## config.mk

```make
export PLATFORM = sky130hd
export DESIGN_NAME = rsa_modexp_unit
export DESIGN_NICKNAME = d
export VERILOG_FILES = /design/src/rtl/rsa_modexp_unit.sv
export SDC_FILE = /design/constraint.sdc
export NUM_CORES = 1
export LEC_CHECK = 0
export CORE_AREA = 2 2 245 247
export CTS_BUF_LIST = sky130_fd_sc_hd__clkbuf_16
export CTS_CLUSTER_DIAMETER = 200
export DETAILED_ROUTE_END_ITERATION = 10
export DIE_AREA = 0 0 247 249
export DONT_BUFFER_PORTS = 1
export SETUP_SLACK_MARGIN = 0.1
export SYNTH_ARGS = -nofsm -noshare
export SYNTH_HDL_FRONTEND = slang
export SYNTH_SLANG_ARGS = --single-unit
```

## constraint.sdc

```tcl
create_clock -name clk -period 10.5 [get_ports clk]
set_input_delay 1.05 -clock clk [delete_from_list [all_inputs] [get_ports clk]]
set_output_delay 1.05 -clock clk [all_outputs]
set_load 0.01 [all_outputs]
```

## src/rtl/rsa_modexp_unit.sv

```systemverilog
// Modular exponentiation engine: right-to-left square-and-multiply over a shared
// interleaved shift-add/subtract modular multiplier (WIDTH cycles per multiply).
module rsa_modexp_unit #(
  parameter int WIDTH     = 32,
  parameter int EXP_WIDTH = WIDTH
) (
  input  logic                 clk,
  input  logic                 reset,
  input  logic                 start,
  input  logic [WIDTH-1:0]     base,
  input  logic [EXP_WIDTH-1:0] exponent,
  input  logic [WIDTH-1:0]     modulus,
  output logic                 busy,
  output logic                 done,
  output logic                 err,
  output logic [WIDTH-1:0]     result
);

  // state  | meaning
  // IDLE   | waiting for start
  // REDUCE | B = base mod n
  // CHECK  | inspect E: finish, multiply or square
  // MUL    | R = R*B mod n
  // SQR    | B = B*B mod n, then E >>= 1
  // DONE   | one-cycle completion pulse
  typedef enum logic [2:0] {IDLE, REDUCE, CHECK, MUL, SQR, DONE} state_t;

  localparam int CW = (WIDTH > 1) ? $clog2(WIDTH) : 1;
  localparam logic [CW-1:0] CNT_LAST = CW'(WIDTH - 1);

  state_t               state;
  logic [WIDTH-1:0]     n, r, b, acc, mm_a, mm_b;
  logic [EXP_WIDTH-1:0] e;
  logic [CW-1:0]        cnt;
  logic                 err_pend;

  logic [WIDTH:0]   dbl, dbl_red, sum;
  logic [WIDTH-1:0] acc_nxt;

  // One multiplier step: acc stays below n, so every intermediate fits WIDTH+1 bits.
  always_comb begin
    dbl     = {acc, 1'b0};
    dbl_red = (dbl >= {1'b0, n}) ? dbl - {1'b0, n} : dbl;
    sum     = dbl_red + (mm_a[WIDTH-1] ? {1'b0, mm_b} : '0);
    acc_nxt = (sum >= {1'b0, n}) ? WIDTH'(sum - {1'b0, n}) : sum[WIDTH-1:0];
  end

  always_ff @(posedge clk or negedge reset) begin
    if (!reset) begin
      state    <= IDLE;
      busy     <= 1'b0;
      done     <= 1'b0;
      err      <= 1'b0;
      result   <= '0;
      n        <= '0;
      r        <= '0;
      b        <= '0;
      e        <= '0;
      acc      <= '0;
      mm_a     <= '0;
      mm_b     <= '0;
      cnt      <= '0;
      err_pend <= 1'b0;
    end else begin
      done <= 1'b0;
      case (state)
        IDLE: begin
          if (start) begin
            busy     <= 1'b1;
            err      <= 1'b0;
            n        <= modulus;
            acc      <= '0;
            cnt      <= CNT_LAST;
            mm_a     <= base;
            mm_b     <= WIDTH'(1);
            err_pend <= (modulus == '0);
            if (modulus > WIDTH'(1)) begin
              r     <= WIDTH'(1);
              e     <= exponent;
              state <= REDUCE;
            end else begin
              // Trivial modulus: pass through CHECK with E=0 so completion takes one cycle.
              r     <= '0;
              e     <= '0;
              state <= CHECK;
            end
          end
        end
        REDUCE, MUL, SQR: begin
          acc  <= acc_nxt;
          mm_a <= mm_a << 1;
          cnt  <= cnt - CW'(1);
          if (cnt == '0) begin
            acc <= '0;
            cnt <= CNT_LAST;
            if (state == REDUCE) begin
              b     <= acc_nxt;
              state <= CHECK;
            end else if (state == MUL) begin
              r     <= acc_nxt;
              mm_a  <= b;
              mm_b  <= b;
              state <= SQR;
            end else begin
              b     <= acc_nxt;
              e     <= e >> 1;
              state <= CHECK;
            end
          end
        end
        CHECK: begin
          if (e == '0) begin
            result <= r;
            err    <= err_pend;
            done   <= 1'b1;
            state  <= DONE;
          end else if (e[0]) begin
            mm_a  <= r;
            mm_b  <= b;
            state <= MUL;
          end else begin
            mm_a  <= b;
            mm_b  <= b;
            state <= SQR;
          end
        end
        DONE: begin
          busy  <= 1'b0;
          state <= IDLE;
        end
        default: begin
          busy  <= 1'b0;
          state <= IDLE;
        end
      endcase
    end
  end

endmodule

```

==> results of run 1 <==
[final cells by class]
class,instances,area [um^2]
clock buffer,31,776
timing repair buffer,16,120
sequential,268,6710
clock inverter,27,181
inverter,70,263
fill,6102,39500
multi-input combinational,1693,10200
tap,773,967
[cells by family after synthesis]
group                    count (synthesis)
AND/OR/NAND/NOR                        826
XOR/XNOR                                84
adder cells (fa/ha/maj)                100
AO/OA/AOI/OAI                          607
buffers and inverters                  188
flip-flops                             268
multiplexers                            75
[flip-flops by register name, indices dropped and copies added (netlist names)]
register / cells
mm_b: 32
cnt: 5
acc: 32
state: 3
busy: 1
err_pend: 1
e: 32
n: 32
done: 1
mm_a: 32
b: 32
err: 1
r: 32
result: 32
[synth_stat cells (8+ instances only)]
| cell type | count | share of area, % |
|---|---|---|
| a211oi_1 | 8 | 0.34 |
| a21o_1 | 37 | 1.6 |
| a21oi_1 | 149 | 4.2 |
| a22o_1 | 16 | 0.80 |
| a311oi_1 | 34 | 1.7 |
| a31oi_1 | 41 | 1.5 |
| and2_1 | 33 | 1.2 |
| and3_1 | 13 | 0.46 |
| clkbuf_1 | 108 | 2.3 |
| dfrtp_1 | 268 | 38 |
| ha_1 | 97 | 6.9 |
| inv_1 | 70 | 1.5 |
| mux2_2 | 17 | 1.1 |
| mux2i_1 | 58 | 3.3 |
| nand2_1 | 462 | 9.9 |
| nand2b_1 | 23 | 0.82 |
| nand3_1 | 59 | 1.7 |
| nand4_1 | 21 | 0.75 |
| nor2_1 | 143 | 3.1 |
| nor2b_1 | 11 | 0.39 |
| nor3_1 | 16 | 0.46 |
| nor4_1 | 19 | 0.68 |
| o21a_1 | 11 | 0.47 |
| o21ai_0 | 196 | 5.6 |
| o21ai_1 | 36 | 1.0 |
| o21bai_1 | 13 | 0.56 |
| o31ai_1 | 14 | 0.60 |
| or3_1 | 9 | 0.32 |
| xnor2_1 | 55 | 2.7 |
| xor2_1 | 28 | 1.4 |
[metal layers]
| layer | GRT usage [%] | routed length (um) | vias up | share of wire (%) |
|---|---|---|---|---|
| met5 | 0 | 0 | - | 0 |
| met4 | 5.73 | 1900 | 0 | 3.3 |
| met3 | 2.45 | 2920 | 90 | 5.1 |
| met2 | 30.1 | 27300 | 459 | 48 |
| met1 | 24.2 | 25100 | 7487 | 44 |
| li1 | - | - | 7427 | - |
[through the flow]
stage | std cells | worst slack [ns] | hold WS [ns]
detailed placement | 2819 | 0.829 | 0.464
CTS | 2877 | 0.723 | 0.142
global placement | 2819 | 0.959 | 0.455
global route | 2878 | 0.236 | 0.159
finish | 2878 | 0.833 | 0.193
floorplan | 2148 | 3.08 | 0.442
[worst max path at each step]
stage / end / slack, ns / depth (start not counted)
floorplan: b[24]$_DFFE_PN0P_ / 3.08 / 31
global placement: b[11]$_DFFE_PN0P_ / 0.96 / 31
detailed placement: b[11]$_DFFE_PN0P_ / 0.83 / 31
CTS: acc[11]$_DFFE_PN0P_ / 0.72 / 31
global route: acc[20]$_DFFE_PN0P_ / 0.24 / 31
finish: acc[20]$_DFFE_PN0P_ / 0.83 / 31
==> results.py, run 1 <==
metrics = {
    "yosys": {
        "muxShareOfSynthArea_pct": 4.40,
        "synth_async_sr_flop_share_pct": 100,
        "yosys.area_share.adder_pct": 7.25,
        "seq_area_frac_synth_pct": 38.2,
        "syn-instance-count": 2148,
        "syn-cell-area_um2": 17600,
        "syn_area_per_cell_um2": 8.17,
        "ys_seq_elements": 268,
        "yosysWarningCount": 0,
        "synth_fp_nets": 2347,
        "ys_types": 69,
        "synth_xor_area_share_pct": 4.27,
        "synth_compound_area_share_pct": 21.1,
        "yosys_most_used_dff": "dfrtp_1",
        "yosys.area_share.simple_pct": 20.5,
        "synth_top_family_by_area": "compound AO/OA/AOI/OAI gates",
        "synth_edf_count": 0,
    },
    "placement": {
        "place_hpwl_um": 42300,
        "place_area_um2": 18200,
        "place.gp.congestion": 0.943,
        "port_buffers": 0,
    },
    "timing": {
        "fmax_ghz": 0.103,
        "slew_viol_final": 0,
        "period_minus_slack_ns": 9.67,
        "rsz0062_at_grt": "no",
        "maxSlewHeadroom_pct": 8.13,
        "fin_skew_ns": 0.0289,
        "finalHoldViolCount": 0,
        "finalSetupTns_ns": 0,
        "setup-violations-final": 0,
        "worst_pin_slew_ns": 1.37,
        "post-route-period-util_pct": 92.1,
    },
    "setup_path": {
        "r2r-start": "n[1]$_DFFE_PN0P_",
        "cp-start-kind": "register",
        "critPathBufInv": 4,
        "arrival_ns": 10.08,
        "cp_data_required_time_ns": 10.91,
        "regToRegEndpoint": "acc[20]$_DFFE_PN0P_",
        "crit_family": "compound AO/OA/AOI/OAI gates",
        "end_kind": "register",
        "crit_fanout": 28,
        "max_stage_delay_ns": 0.72,
        "reg2reg_slack_ns": 0.83,
        "critPathSlowestCell": "nor3b_4",
        "cp-startpoint": "n[1]$_DFFE_PN0P_",
        "crit_type": "register to register",
        "r2r_cells": 31,
        "cpMostUsedCell": "ha_1",
    },
    "run": {
        "max_cap_viol_count": 0,
    },
    "grt": {
        "track_usage_pct": 18.1,
        "grt.overflow.total": 0,
        "grt_pass1_vias": 14600,
        "grt_pass1_wl_um": 87900,
        "antenna_found_initial": 0,
        "grt_max_degree": 269,
    },
    "floorplanning": {
        "die_w_um": 247,
        "core_um2": 58700,
        "boundaryPins": 134,
        "start_util_pct": 29.9,
        "rows": 89,
        "dieHeight_um": 249,
        "dieArea_um2": 61500,
    },
    "detailed_routing": {
        "avgViaCountPerCell": 5.37,
        "wirelength_um": 57200,
        "num_vias": 15500,
        "ant_nets": 0,
        "route.detailed.drc": 0,
        "dr.pass1.iters": 5,
        "routedWlPerCell_um": 19.9,
        "drt-initial-drc-count": 1237,
    },
    "final_layout": {
        "fin_nets": 2279,
        "diodes": 0,
        "syn_to_final_growth_pct": 9.30,
        "final_util_pct": 32.7,
        "final_cell_mix": "461 x nand2_1, 267 x dfrtp_1, 196 x o21ai_0",
        "final_common_cell": "nand2_1",
        "drive_gt1_share_pct": 4.70,
        "design_area_um2": 19200,
    },
    "clock_network": {
        "cts_tree": "yes",
        "htree_levels": 1,
        "cts_setup_buffers": 0,
        "clk_pin_slew_ns": 0.06,
        "cts-root-buf": "clkbuf_16",
        "ctsResizeCount": 0,
        "cts_inserted_buffers": 31,
        "clk_latency_ns": 0.59,
        "ctsHoldBuffers": 0,
        "cts.sinks": 268,
        "cts.path.max_buffers": 3,
    },
    "min_path": {
        "hold_class": "input port to asynchronous set/reset pin",
    },
    "run_status": {
        "status": "complete, no violations",
    },
}
Power of run 1 is not shown: default switching activity piles up to over one toggle a cycle in this logic, so the estimate is an artifact.
==> run 2: changes to the inputs <==
Settings changed: HOLD_SLACK_MARGIN set to 0.06.
==> results of run 2 <==
No change in the layout: final DEF, timing and power equal those of run 1.
Power of run 2 is left out for the same reason.
==> run 3: changes to the inputs <==
Settings changed: SLEW_MARGIN set to 0.
Clock period 10.5 ns to 11.6 ns, I/O delays scaled along.
==> results.py, run 3 (synthesis results as in run 1) <==
metrics = {
    "clock_network": {
        "cts_setup_buffers": 0,
        "htree_levels": 1,
        "cts.sinks": 268,
        "ctsResizeCount": 0,
        "cts_inserted_buffers": 31,
        "cts_tree": "yes",
        "cts-root-buf": "clkbuf_16",
        "cts.path.max_buffers": 3,
        "clk_latency_ns": 0.59,
        "ctsHoldBuffers": 0,
        "clk_pin_slew_ns": 0.06,
    },
    "detailed_routing": {
        "routedWlPerCell_um": 20.2,
        "wirelength_um": 58100,
        "ant_nets": 0,
        "num_vias": 15400,
        "dr.pass1.iters": 5,
        "drt-initial-drc-count": 1323,
        "route.detailed.drc": 0,
        "avgViaCountPerCell": 5.38,
    },
    "floorplanning": {
        "rows": 89,
        "core_um2": 58700,
        "die_w_um": 247,
        "dieArea_um2": 61500,
        "boundaryPins": 134,
        "start_util_pct": 29.9,
        "dieHeight_um": 249,
    },
    "placement": {
        "place.gp.congestion": 0.930,
        "port_buffers": 0,
        "place_hpwl_um": 43300,
    },
    "setup_path": {
        "max_stage_delay_ns": 0.77,
        "cp-start-kind": "register",
        "crit_type": "register to register",
        "end_kind": "register",
        "arrival_ns": 10.08,
        "worstSetupEndpoint": "b[1]$_DFFE_PN0P_",
        "regToRegEndpoint": "b[1]$_DFFE_PN0P_",
        "cp-startpoint": "n[1]$_DFFE_PN0P_",
        "critPathSlowestCell": "a21oi_4",
        "r2r-start": "n[1]$_DFFE_PN0P_",
        "r2r_cells": 31,
        "cp_data_required_time_ns": 12.13,
        "crit_fanout": 32,
        "reg2reg_slack_ns": 2.04,
    },
    "timing": {
        "rsz0062_at_grt": "no",
        "slew_viol_final": 0,
        "finalHoldViolCount": 0,
        "worst_pin_slew_ns": 1.23,
        "maxSlewHeadroom_pct": 17.7,
        "post-route-period-util_pct": 82.4,
        "period_minus_slack_ns": 9.56,
        "fin_skew_ns": 0.0158,
        "setup-violations-final": 0,
        "fmax_ghz": 0.105,
        "finalSetupTns_ns": 0,
    },
    "final_layout": {
        "drive_gt1_share_pct": 4.62,
        "fin_nets": 2277,
        "syn_to_final_growth_pct": 9.43,
        "final_common_cell": "nand2_1",
        "final_cell_mix": "461 x nand2_1, 267 x dfrtp_1, 196 x o21ai_0",
    },
    "min_path": {
        "hold_class": "input port to asynchronous set/reset pin",
    },
    "run_status": {
        "status": "complete, no violations",
    },
    "run": {
        "max_cap_viol_count": 0,
    },
    "grt": {
        "grt.overflow.total": 0,
        "grt_max_degree": 269,
        "track_usage_pct": 18.6,
        "grt_pass1_wl_um": 89900,
        "antenna_found_initial": 1,
        "grt_pass1_vias": 14800,
    },
}
run 3: metal layers:
layer | vias to the layer above | routed length, um | global-route usage (%) | part of all wire, %
li1 | 7420 | - | - | -
met1 | 7483 | 24900 | 24.2 | 43
met2 | 437 | 27800 | 31.0 | 48
met3 | 108 | 3080 | 2.79 | 5.3
met4 | 0 | 2350 | 6.76 | 4.0
met5 | - | 0 | 0 | 0
run 3: worst min-delay path by stage:
| stage | to | slack (ns) | from | cells after the start |
|---|---|---|---|---|
| 2_1_floorplan | mm_b[0]$_DFFE_PN0P_ | 0.44 | mm_b[0]$_DFFE_PN0P_ | 2 |
| 3_3_place_gp | mm_b[30]$_DFFE_PN0P_ | 0.46 | mm_b[30]$_DFFE_PN0P_ | 2 |
| 5_1_grt | result[3]$_DFFE_PN0P_ | 0.26 | reset | 0 |
| 4_1_cts | acc[9]$_DFFE_PN0P_ | 0.23 | reset | 0 |
| 6_report | result[3]$_DFFE_PN0P_ | 0.29 | reset | 0 |
| 3_5_place_dp | mm_b[20]$_DFFE_PN0P_ | 0.46 | mm_b[20]$_DFFE_PN0P_ | 2 |
run 3: final cells by class:
class | instances | area, um^2
timing repair buffer | 15 | 113
fill | 6102 | 39500
antenna | 1 | 2.50
tap | 773 | 967
sequential | 268 | 6710
multi-input combinational | 1692 | 10200
inverter | 70 | 263
clock buffer | 31 | 776
clock inverter | 22 | 218
run 3: critical path, delay by kind of cell (launching register included):
| kind | cells | cell delay (ns) |
|---|---|---|
| AOI/OAI and AO/OA | 16 | 4.68 |
| and+or+nand+nor | 6 | 1.36 |
| muxes | 2 | 0.81 |
| buffers and inverters | 4 | 1.20 |
| DFF | 1 | 0.43 |
| adders and majority gates | 3 | 0.98 |
run 3: per-stage QoR:
stage / worst slack (ns) / cell area (um^2) / hold slack (ns) / std cells / utilization (%)
CTS: 2.17 / 19200 / 0.233 / 2871 / 32.7
global route: 1.33 / 19200 / 0.263 / 2872 / 32.7
finish: 2.04 / 19200 / 0.288 / 2872 / 32.7
detailed placement: 2.22 / 18200 / 0.465 / 2818 / 31.0
global placement: 2.47 / 18200 / 0.458 / 2818 / 31.0
floorplan: 4.18 / 17600 / 0.442 / 2148 / -
Power of run 3 is left out for the same reason.
